==> config.mk <==
export PLATFORM = sky130hd
export DESIGN_NAME = bus_arbiter
export DESIGN_NICKNAME = d
export VERILOG_FILES = /design/src/rtl/bus_arbiter_pkg.sv /design/src/rtl/bus_rr_picker.sv /design/src/rtl/bus_arbiter.sv
export SDC_FILE = /design/constraint.sdc
export NUM_CORES = 1
export LEC_CHECK = 0
export ABC_AREA = 1
export CORE_MARGIN = 2
export CORE_UTILIZATION = 62
export CTS_CLUSTER_SIZE = 28
export DETAILED_ROUTE_END_ITERATION = 10
export DONT_BUFFER_PORTS = 1
export PLACE_DENSITY = 0.78
export SYNTH_ARGS = -nofsm -noshare
export SYNTH_HDL_FRONTEND = slang
export SYNTH_SLANG_ARGS = --single-unit
==> constraint.sdc <==
create_clock -name clk -period 2.69 [get_ports clk]
set_input_delay 0.538 -clock clk [delete_from_list [all_inputs] [get_ports clk]]
set_output_delay 0.538 -clock clk [all_outputs]
set_load 0.1 [all_outputs]
==> src/rtl/bus_arbiter_pkg.sv <==
// bus_arbiter_pkg: arbiter state encodings and the default watchdog limit
package bus_arbiter_pkg;
    typedef enum logic [1:0] {ARB_IDLE, ARB_GRANTED, ARB_TURNAROUND} arb_state_t;
    localparam int DEFAULT_TIMEOUT = 1024;
endpackage

==> src/rtl/bus_rr_picker.sv <==
// bus_rr_picker: round-robin priority encoder, scans last+1, last+2, ... modulo N
module bus_rr_picker #(
    parameter int N = 4,
    parameter int W = 2
) (
    input  logic [N-1:0] req,
    input  logic [W-1:0] last,
    output logic [W-1:0] win,
    output logic         any
);
    always_comb begin
        win = '0;
        any = |req;
        // descending scan so the nearest requester after last overwrites the others
        for (int k = N; k >= 1; k--)
            if (req[(int'(last) + k) % N]) win = W'((int'(last) + k) % N);
    end
endmodule

==> src/rtl/bus_arbiter.sv <==
// bus_arbiter: round-robin bus arbiter with one-cycle turnaround and strobe watchdog
module bus_arbiter
    import bus_arbiter_pkg::*;
#(
    parameter int MASTERS = 4,
    parameter int OWNER_W = 2,
    parameter int TIMEOUT = DEFAULT_TIMEOUT,
    parameter int TO_W    = 16
) (
    input  logic               clk,
    input  logic               rst,
    input  logic [MASTERS-1:0] bus_req,
    output logic [MASTERS-1:0] bus_grant,
    input  logic               rd_bus,
    input  logic               wr_bus,
    input  logic               fc_bus,
    output logic [OWNER_W-1:0] owner,
    output logic               owner_valid,
    output logic               bus_timeout,
    output logic [OWNER_W-1:0] err_master
);
    localparam logic [TO_W-1:0] TO_MAX = TO_W'(TIMEOUT);

    arb_state_t         state_q;
    logic [MASTERS-1:0] grant_q;
    logic [OWNER_W-1:0] owner_q, last_q, err_q, win;
    logic               valid_q, timeout_q, any;
    logic [TO_W-1:0]    wd_q;

    bus_rr_picker #(.N(MASTERS), .W(OWNER_W)) u_picker (
        .req  (bus_req),
        .last (last_q),
        .win  (win),
        .any  (any)
    );

    always_ff @(posedge clk) begin
        if (rst) begin
            state_q   <= ARB_IDLE;
            grant_q   <= '0;
            owner_q   <= '0;
            valid_q   <= 1'b0;
            last_q    <= OWNER_W'(MASTERS - 1);
            timeout_q <= 1'b0;
            err_q     <= '0;
            wd_q      <= '0;
        end else begin
            timeout_q <= 1'b0;
            case (state_q)
                ARB_IDLE, ARB_TURNAROUND: begin
                    wd_q    <= '0;
                    state_q <= any ? ARB_GRANTED : ARB_IDLE;
                    if (any) begin
                        grant_q <= MASTERS'(1) << win;
                        owner_q <= win;
                        last_q  <= win;
                        valid_q <= 1'b1;
                    end
                end
                ARB_GRANTED: begin
                    if (!bus_req[owner_q]) begin
                        grant_q <= '0;
                        valid_q <= 1'b0;
                        wd_q    <= '0;
                        state_q <= ARB_TURNAROUND;
                    end else if (fc_bus || !(rd_bus || wr_bus)) begin
                        wd_q <= '0;
                    end else if (TIMEOUT != 0 && wd_q != TO_MAX) begin
                        // counter saturates at the limit so a stuck stall pulses only once
                        wd_q <= wd_q + 1'b1;
                        if (wd_q == TO_MAX - 1'b1) begin
                            timeout_q <= 1'b1;
                            err_q     <= owner_q;
                        end
                    end
                end
                default: state_q <= ARB_IDLE;
            endcase
        end
    end

    assign bus_grant   = grant_q;
    assign owner       = owner_q;
    assign owner_valid = valid_q;
    assign bus_timeout = timeout_q;
    assign err_master  = err_q;
endmodule
==> impl_metrics.json <==
{
  "seq_area_frac_synth": 0.315,
  "ir_worst_vdd_v": 0.000762,
  "dr.pass1.iters": 4,
  "clock_path_buffers": 2,
  "drc": 0,
  "finalSetupViolCount": 0,
  "worst_hold_path.endpoint": "bus_grant[3]$_SDFFE_PP0P_",
  "synth.avg_cell_area_sq_um": 6.49,
  "synth_nets": 305,
  "num_antenna_cells": 0,
  "final-hold-violation-count": 0,
  "grt_max_degree": 20,
  "async_reset_ff_frac": 0,
  "internal-power_w": 0.000847,
  "dp_hpwl_mm": 3.01,
  "slew_viol_final": 0,
  "p_seq_frac": 0.400,
  "rrSetupSlack_ps": 1020,
  "area_delta_synth_final_pct": 5.90,
  "synth_top_area_share": 0.315,
  "rows": 20,
  "root_buffer": "clkbuf_4",
  "ff2ff_path_depth": 4,
  "gp_congestion": 0.863,
  "p_clk_frac": 0.207,
  "p_sw_frac": 0.474,
  "path_clk_slew_ps": 100,
  "dp_cells": 326,
  "ys_top_cells_by_area": "dfxtp_1, nand2_1, inv_1",
  "wl_mm": 4.06,
  "crit_fanout": 2,
  "htreeDepth": 2,
  "rsz0062_at_grt": "no",
  "fp.dieW_microns": 59.5,
  "fmax_mhz": 539,
  "numCtsBuffers": 5,
  "die_area_sq_um": 3540,
  "final.period_utilization": 0.690,
  "start_kind": "flip-flop",
  "whs_path_depth": 1,
  "crit_type": "reg -> out",
  "outcome": "complete, no violations",
  "io_buffer_count": 0,
  "syn_area_sq_um": 1910,
  "holdBufCountCts": 0,
  "final_nets": 311,
  "max_slew_margin": 0.346,
  "fill_cells": 266,
  "fin_worst_skew_ps": 7.97,
  "synth_cells": 294,
  "cts_tree": "yes",
  "synth-seq-cells": 30,
  "tightest_slew_ps": 979,
  "fin_area_sq_um": 2020,
  "required_ps": 2150,
  "grt-ovfl-total": 0,
  "synth_common_cells": "nand2_1, inv_1, nor2_1",
  "place_area_sq_um": 1940,
  "viasPerCell": 5.43,
  "hp-class": "in -> reg",
  "arrival_ps": 1320,
  "grt_pass1_wl_mm": 6.82,
  "yosysMostFrequentCell": "nand2_1",
  "r2r_start": "state_q[0]$_SDFFE_PP0P_",
  "worstSetupEndpointType": "primary output",
  "switchingPower_w": 0.000763,
  "post-cts-setup-buffers": 0,
  "drtIter0Drc": 110,
  "fin_util": 0.679,
  "cts_resized": 0,
  "yosysUniqueCellTypes": 34,
  "synth.largest_area_cell": "dfxtp_1",
  "ant_nets": 0,
  "finalPower_w": 0.00161,
  "power_frac_comb": 0.393,
  "first_global_vias": 1570,
  "tns_ps": 0,
  "worstHoldStart": "rst",
  "r2r_end": "bus_grant[1]$_SDFFE_PP0P_",
  "antenna_found_initial": 0,
  "num_io_pins": 19,
  "start_util": 0.641,
  "wl_per_cell_microns": 12.2,
  "leakagePower_nw": 0.836,
  "clkSinkCount": 30,
  "cap_viol_max_count": 0,
  "fp.coreArea_sq_um": 2980,
  "synth_edf_count": 0,
  "yosysWarnings": 0,
  "drive_gt1_frac": 0.176,
  "fin_crit_ps": 1860,
  "instances_no_fill": 334,
  "power_density_nw_per_um2": 797,
  "vias": 1814,
  "clk_latency_ps": 330,
  "grt_use_total": 0.255,
  "synth_ff_type": "dfxtp_1",
  "fp.dieH_microns": 59.5
}
## state kept, by name, summed over array words and instances (netlist names)
signal / cells
last_q: 2
owner_valid: 1
state_q: 2
wd_q: 16
err_master: 2
bus_grant: 4
owner: 2
bus_timeout: 1
## layout make-up
class,count,area (sq um),share of cell area
multi-input cells,216,1100,0.547
flip-flops and latches,30,601,0.297
inverters,42,158,0.0780
clock buffers,8,78.8,0.0390
well taps,33,41.3,0.0204
repair buffers,5,37.5,0.0186
## power by group through the flow
stage	registers, W	logic, W	clock network (W)
finish	0.000645	0.000632	0.000334
global route	0.000651	0.000692	0.000360
CTS	0.000644	0.000628	0.000344
detailed placement	0.000654	0.000625	0
global placement	0.000655	0.000619	0
floorplan	0.000763	0.000418	0
## metal layers
metal  global-route usage  vias up  part of all wire
met2                0.388       45              0.43
met3               0.0699        8             0.057
met4                0.101        0             0.018
met1                0.341      805              0.49
met5                    0        -                 0
li1                     -      956                 -
## cell usage in the layout, fill, tap and decap left out, types with 6 or more instances in the layout
cell type,n
nand3_1,23
a21oi_1,16
inv_2,8
nand2_1,74
inv_1,34
nor2_1,31
o21ai_0,13
nand2_2,13
dfxtp_1,30
nor3_1,6
## per-stage QoR
stage	worst slack (ps)	hold WS, ps
2_1_floorplan	642	452
3_3_place_gp	760	467
3_5_place_dp	757	471
4_1_cts	822	236
5_1_grt	813	231
6_report	834	249
## worst max-delay path by stage
| stage | from | endpoint | slack [ps] | cells after the start |
|---|---|---|---|---|
| detailed placement | bus_req[0] | bus_grant[2]$_SDFFE_PP0P_ | 760 | 5 |
| global placement | bus_req[0] | bus_grant[1]$_SDFFE_PP0P_ | 760 | 5 |
| global route | err_master[1]$_SDFFE_PP0P_ | err_master[1] | 810 | 0 |
| CTS | bus_grant[2]$_SDFFE_PP0P_ | bus_grant[2] | 820 | 0 |
| finish | bus_grant[2]$_SDFFE_PP0P_ | bus_grant[2] | 830 | 0 |
| floorplan | owner[0]$_SDFFE_PP0P_ | wd_q[14]$_SDFFE_PP0P_ | 640 | 10 |
## logic make-up after synthesis
logic type,after synthesis,synth area share
AO/OA/AOI/OAI,40,0.119
XOR/XNOR,2,0.00918
adder cells (fa/ha/maj),2,0.0131
buffers and inverters,48,0.106
flip-flops,30,0.315
AND/OR/NAND/NOR,172,0.437
(Power assumes the default switching activity.)
